===== src/rtl/dco_freq_counter.sv =====
// dco_freq_counter: counts rising edges of the synchronized, divided DCO clock
// over a programmable window of sync_clock cycles. Each result is returned
// through a valid/ready handshake.
module dco_freq_counter #(
  parameter int unsigned CountWidth  = 16,
  parameter int unsigned WindowWidth = 16
) (
  input  logic                   sync_clock,
  input  logic                   reset,
  input  logic                   sync_dco,
  input  logic                   start,
  input  logic [WindowWidth-1:0] window_cycles,
  output logic [CountWidth-1:0]  count_out,
  output logic                   count_valid,
  input  logic                   count_ready,
  output logic                   busy,
  output logic                   overflow
);

  typedef enum logic [1:0] {
    IDLE,
    MEASURE,
    HOLD
  } state_t;

  state_t                 state_q, state_d;
  logic                   dco_q;
  logic                   rise;
  logic [CountWidth-1:0]  cnt_q, cnt_d, cnt_next;
  logic                   cnt_sat;
  logic [WindowWidth-1:0] remaining_q, remaining_d;
  logic [CountWidth-1:0]  count_out_q, count_out_d;
  logic                   count_valid_q, count_valid_d;
  logic                   busy_q, busy_d;
  logic                   overflow_q, overflow_d;

  assign rise = sync_dco & ~dco_q;

  // Next-state and next-output computation for the measurement FSM.
  always_comb begin
    state_d       = state_q;
    cnt_d         = cnt_q;
    remaining_d   = remaining_q;
    count_out_d   = count_out_q;
    count_valid_d = count_valid_q;
    busy_d        = busy_q;
    overflow_d    = overflow_q;

    // A rise on an already full counter holds the count and flags overflow.
    cnt_sat  = rise && (cnt_q == '1);
    cnt_next = (rise && !cnt_sat) ? cnt_q + CountWidth'(1) : cnt_q;

    unique case (state_q)
      IDLE: begin
        if (start) begin
          overflow_d = 1'b0;
          if (window_cycles == '0) begin
            count_out_d   = '0;
            count_valid_d = 1'b1;
            state_d       = HOLD;
          end else begin
            remaining_d = window_cycles;
            cnt_d       = '0;
            busy_d      = 1'b1;
            state_d     = MEASURE;
          end
        end
      end
      MEASURE: begin
        cnt_d       = cnt_next;
        remaining_d = remaining_q - WindowWidth'(1);
        if (cnt_sat) begin
          overflow_d = 1'b1;
        end
        if (remaining_q == WindowWidth'(1)) begin
          count_out_d   = cnt_next;
          count_valid_d = 1'b1;
          busy_d        = 1'b0;
          state_d       = HOLD;
        end
      end
      HOLD: begin
        if (count_ready) begin
          count_valid_d = 1'b0;
          state_d       = IDLE;
        end
      end
      default: begin
        state_d = IDLE;
      end
    endcase
  end

  // State, counters, registered outputs and the DCO edge-detect history.
  always_ff @(posedge sync_clock or posedge reset) begin
    if (reset) begin
      state_q       <= IDLE;
      dco_q         <= 1'b0;
      cnt_q         <= '0;
      remaining_q   <= '0;
      count_out_q   <= '0;
      count_valid_q <= 1'b0;
      busy_q        <= 1'b0;
      overflow_q    <= 1'b0;
    end else begin
      state_q       <= state_d;
      dco_q         <= sync_dco;
      cnt_q         <= cnt_d;
      remaining_q   <= remaining_d;
      count_out_q   <= count_out_d;
      count_valid_q <= count_valid_d;
      busy_q        <= busy_d;
      overflow_q    <= overflow_d;
    end
  end

  assign count_out   = count_out_q;
  assign count_valid = count_valid_q;
  assign busy        = busy_q;
  assign overflow    = overflow_q;

endmodule


===== config.mk =====
export PLATFORM = sky130hd
export DESIGN_NAME = dco_freq_counter
export DESIGN_NICKNAME = d
export VERILOG_FILES = /design/src/rtl/dco_freq_counter.sv
export SDC_FILE = /design/constraint.sdc
export NUM_CORES = 1
export LEC_CHECK = 0
export CAP_MARGIN = 0
export CORE_MARGIN = 4
export CORE_UTILIZATION = 55
export CTS_CLUSTER_SIZE = 16
export DETAILED_ROUTE_END_ITERATION = 12
export GPL_TIMING_DRIVEN = 0
export HOLD_SLACK_MARGIN = 0.1
export PLACE_DENSITY = 0.78
export REMOVE_ABC_BUFFERS = 1
export SLEW_MARGIN = 0
export SYNTH_ARGS = -nofsm -noshare
export SYNTH_HDL_FRONTEND = slang
export SYNTH_SLANG_ARGS = --single-unit

===== constraint.sdc =====
create_clock -name sync_clock -period 5.2 [get_ports sync_clock]
set_input_delay 0.52 -clock sync_clock [delete_from_list [all_inputs] [get_ports sync_clock]]
set_output_delay 0.52 -clock sync_clock [all_outputs]
set_load 0.005 [all_outputs]

=== After elaboration in Yosys (flattened, before gate mapping) ===
Cells that the tools add are included.

* Bits in registers: 54

* Add/subtract/negate cells: 2
* Eq/ne operators: 10
* Mux-type cells: 28
* Bitwise operators: 2
* Reduce and logical (&&, ||, !) cells: 13

{| class="wikitable"
|+ Operators with widths
! cell !! number
|-
| $mux 16 || 8
|-
| $pmux 16 s2 || 3
|-
| $add 16x1->16 const B || 1
|-
| $eq 16x1->1 const B || 1
|-
| $eq 16x16->1 const B || 1
|-
| $logic_not 16->1 || 1
|-
| $sub 16x1->16 const B || 1
|-
| $ne 2x2->1 const B || 6
|-
| $mux 1 || 9
|-
| $reduce_and 3->1 || 3
|-
| $mux 2 || 4
|-
| $reduce_and 4->1 || 2
|-
| $pmux 2 s3 || 1
|-
| $reduce_and 5->1 || 1
|-
| $pmux 1 s2 || 2
|-
| $pmux 1 s3 || 1
|-
| $reduce_bool 3->1 || 1
|-
| $eq 2x1->1 const B || 1
|-
| $eq 2x2->1 const B || 1
|-
| $logic_and 1x1->1 || 2
|-
| $logic_not 2->1 || 1
|-
| $reduce_bool 2->1 || 1
|-
| $and 1x1->1 || 1
|-
| $logic_not 1->1 || 1
|-
| $not 1->1 || 1
|}

=== Longest topological paths before layout ===
* Depth after elaboration: 8
* Mapped depth: 9

=== Worst setup path before layout ===
No wires, ideal clock.

* Path type: input -> register
* Start: in window_cycles[5]
* End: reg count_out_q[5], in the netlist count_out[5]
* Data arrival time: 1.864 ns
* Required time: 5.073 ns
* Slack: 3.208 ns
* Cell stages on the path: 6
* Cell sequence: nor4_4 > nand4_2 > o21ai_4 > nand3_4 > buf_6 > mux2_1

* Longest elaborated chain between the ends: 3

{| class="wikitable"
|+ RTL lines
! item !! RTL line !! source
|-
| start: declaration || 12 || <nowiki>input logic [WindowWidth-1:0] window_cycles,</nowiki>
|-
| $logic_not 16->1 || 57 || <nowiki>if (window_cycles == '0) begin</nowiki>
|-
| $ne 2x2->1 (no source line) || n/a ||
|-
| $reduce_and 4->1 (no source line) || n/a ||
|-
| end signal: assignment || 110 || <nowiki>count_out_q <= count_out_d;</nowiki>
|-
| end: declaration || 32 || <nowiki>logic [CountWidth-1:0] count_out_q, count_out_d;</nowiki>
|}

Every way passes these cells.
A chain may end at the register's enable or synchronous reset.

=== Worst setup path after layout ===
* Start: reg state_q[0]
* End: reg remaining_q[14]

* Longest elaborated chain between the ends: 3
* Elaborated cells between the ends (all ways): 7
* Classes of those cells: eq/ne: 3; mux: 1; reduce/logical: 3

{| class="wikitable"
|+ RTL lines
! item !! RTL line !! source
|-
| start: declaration || 26 || <nowiki>state_t state_q, state_d;</nowiki>
|-
| start signal: assignment || 106 || <nowiki>state_q <= state_d;</nowiki>
|-
| $logic_not 2->1 / $eq 2x1->1 (equally long branches) || 53 || <nowiki>unique case (state_q)</nowiki>
|-
| $ne 2x2->1 (no source line) / $reduce_bool 2->1 (equally long branches) || n/a ||
|-
| $reduce_and 3->1 (no source line) || n/a ||
|-
| end signal: assignment || 109 || <nowiki>remaining_q <= remaining_d;</nowiki>
|-
| end: declaration || 31 || <nowiki>logic [WindowWidth-1:0] remaining_q, remaining_d;</nowiki>
|}

Several ways; a longest one is shown, not always the timed one.

==> results.py <==
metrics = {
    "floorplan": {
        "dieArea_um2": 7820,
        "initial_utilization": 0.563,
        "fp.dieW_um": 88.4,
        "io-pin-count": 40,
        "die_h_um": 88.4,
        "rows": 29,
        "coreArea_um2": 6310,
    },
    "synth": {
        "netlist_area_um2": 3560,
        "synth.avg_cell_area_um2": 9.17,
        "yosysTopAreaCell": "dfrtp_1",
        "yosysUniqueCellTypes": 64,
        "yosysMostFrequentCell": "dfrtp_1",
        "synth_commonest_cells": "54 x dfrtp_1, 31 x o21ai_0, 24 x a21oi_1, 24 x nand3_1, 22 x nand2_1",
        "yosysSeqAreaShare": 0.380,
        "synth_top_area_frac": 0.380,
        "ys_seq_elements": 54,
        "synthTopCellsByArea": "dfrtp_1 38%, o21ai_0 4.4%, a21oi_1 3.4%",
        "syn_inst": 388,
        "synth_edf_count": 0,
        "yosys_warnings": 0,
        "synth_ff_type": "dfrtp_1",
        "synthArstFlopShare": 1.00,
    },
    "clock_network": {
        "hold_buffers": 0,
        "ctsResizeCount": 0,
        "clockBufferDepth": 2,
        "postCtsSetupBuffers": 0,
        "cts_tree": "yes",
        "cts.sink_count": 54,
        "cts_root_buf": "clkbuf_8",
        "insertion_delay_ps": 320,
        "cts_buffers": 5,
        "cts.reportedPaths.clkPinSlew_ps": 100,
        "cts-htree-levels": 2,
    },
    "setup_path": {
        "worstSetupEndpointType": "flip-flop",
        "worstReg2RegStart": "state_q[0]",
        "worst_path_most_repeated_cell": "inv_1",
        "crit_buf_inv": 2,
        "crit_type": "reg -> reg",
        "required_ps": 5410,
        "cp_slowest_cell": "o21ai_2",
        "worstPathMaxFanout": 27,
        "crit_chain": "inv_1 -> ha_1 -> inv_1 -> o21ai_2 -> a21oi_1 -> o2bb2a_1",
        "reg2reg_slack_ps": 2010,
        "cpPeakStageDelay_ps": 970,
        "startpoint_type": "flip-flop",
        "reg2reg_to": "remaining_q[14]",
        "r2r_cells": 6,
        "critPathArrivalTime_ps": 3400,
        "cp_top_family": "compound AO/OA/AOI/OAI gates",
        "critPathLaunch": "state_q[0]",
    },
    "layout": {
        "area_growth_pct": 15.1,
        "final_cell_area_um2": 4100,
        "fill_cells": 564,
        "final_layout_size_suffix_gt1_frac": 0.107,
        "num-nets-final": 440,
        "insertedDiodeCount": 0,
    },
    "detailed_routing": {
        "via_count": 3237,
        "wl_per_cell_um": 17.9,
        "dr.pass1.iters": 5,
        "totalWireLength_um": 8770,
        "remaining_drc_errors": 0,
        "antenna_left": 0,
        "initialDrtViolationCount": 302,
        "viasPerCell": 6.61,
    },
    "global_routing": {
        "grt_pass1_wl_um": 15000,
        "grt_use_total": 0.241,
        "grt_overflow": 0,
        "grt_start_max_net_pins": 44,
        "grt_pass1_vias": 3094,
        "antenna_found_initial": 0,
    },
    "placed_design": {
        "hpwlAfterDp_um": 6050,
        "place_congestion": 0.887,
        "io_buffers": 39,
        "dpl_cell_area_um2": 3990,
        "pre_cts_ws_ps": 1800,
    },
    "outcome": {
        "status": "completed",
    },
    "timing": {
        "worstMarginPinSlew_ps": 1120,
        "rsz0062_at_grt": "false",
        "fin_crit_sh": 0.614,
        "slew_viol_final": 0,
        "fmax_mhz": 313,
        "setup_tns_ps": 0,
        "setup_viol": 0,
        "fin_ws_ps": 2010,
        "skew_ps": 7.64,
        "finalHoldViolations": 0,
        "period_minus_slack_ps": 3190,
        "whs_ps": 492,
        "slew_headroom": 0.256,
    },
    "run": {
        "drv_cap": 0,
    },
    "power": {
        "peakVddDrop_mv": 0.417,
        "powerDensity_nw_per_um2": 415,
        "p_leak_nw": 1.59,
    },
    "hold_path": {
        "min_path_type": "in -> async",
    },
}
[report_power, final]
group	total (W)	switching (W)	internal [W]
Combinational	0.000798	0.000495	0.000303
Clock	0.000287	0.000145	0.000142
Sequential	0.000613	0.000112	0.000501
[metal layers]
layer | GRT usage | vias up | routed length (um)
li1 | - | 1521 | -
met2 | 0.374 | 101 | 4060
met1 | 0.356 | 1603 | 4110
met5 | 0 | - | 0
met4 | 0.0646 | 0 | 105
met3 | 0.0335 | 12 | 494
[cell type report]
class / count / area, um2 / area share
Inverter: 16 / 60.1 / 0.0147
Tap cell: 77 / 96.3 / 0.0235
Clock inverter: 2 / 38.8 / 0.00947
Multi-Input combinational cell: 294 / 2040 / 0.499
Sequential cell: 54 / 1350 / 0.330
Clock buffer: 5 / 68.8 / 0.0168
Timing Repair Buffer: 42 / 438 / 0.107
[metrics by stage]
stage / std cells / power [W] / util
2_1_floorplan: 364 / 0.00116 / -
3_3_place_gp: 480 / 0.00137 / 0.623
3_5_place_dp: 483 / 0.00141 / 0.632
4_1_cts: 490 / 0.00170 / 0.649
5_1_grt: 490 / 0.00183 / 0.649
6_report: 490 / 0.00170 / 0.649
[cell usage in the layout (no fill, tap or decap), drive strengths merged, types with 3 or more instances in the layout]
cell type	netlist	final
dfrtp	54	54
clkdlybuf4s50	0	39
o21ai	33	33
nand3	25	25
a21oi	24	24
nand2	22	22
nor2	21	21
inv	16	16
mux2	12	12
o22ai	11	11
nor3	11	11
nand4	11	11
nor4	11	11
or2	10	10
a22o	8	8
or4	7	7
ha	6	6
or3	5	5
mux2i	5	5
a221oi	5	5
clkbuf	14	5
and3	4	4
a21o	4	4
o2bb2ai	4	4
a31oi	4	4
o21a	3	3
o31ai	3	3
a32oi	3	3
nand3b	3	3
nor3b	3	3
xor2	3	3
o211ai	3	3
and2	3	3
buf	10	3
[flip-flops by register name (all words and copies together) (netlist names)]
register,count
dco_q,1
state_q,2
remaining_q,16
count_out,16
cnt_q,16
count_valid,1
busy,1
overflow,1
[worst reg2reg max path, delay by kind of cell, from the launching register on]
| family | cells | cell delay [ps] |
|---|---|---|
| compound gates | 3 | 1370 |
| fa+ha+maj | 1 | 850 |
| buf+inv | 2 | 480 |
| flops | 1 | 390 |
[worst max path at each step]
stage / end / slack, ps / cells past startpoint
2_1_floorplan: remaining_q[11] / 1830 / 7
3_3_place_gp: remaining_q[11] / 520 / 7
3_5_place_dp: remaining_q[14] / 1800 / 6
4_1_cts: remaining_q[14] / 2030 / 6
5_1_grt: remaining_q[14] / 1680 / 6
6_report: remaining_q[14] / 2010 / 6
[kinds of logic (layout without fill, tap and decap cells)]
group / Yosys count / count (layout) / share of synthesized area
and+or+nand+nor: 144 / 144 / 0.247
AOI/OAI and AO/OA: 123 / 123 / 0.237
muxes: 17 / 17 / 0.0563
adders and majority gates: 6 / 6 / 0.0211
buffers and inverters: 40 / 65 / 0.0485
DFF: 54 / 54 / 0.380
xor gates and xnor gates: 4 / 4 / 0.00985
Note: power is estimated with default switching activity, not from simulation.
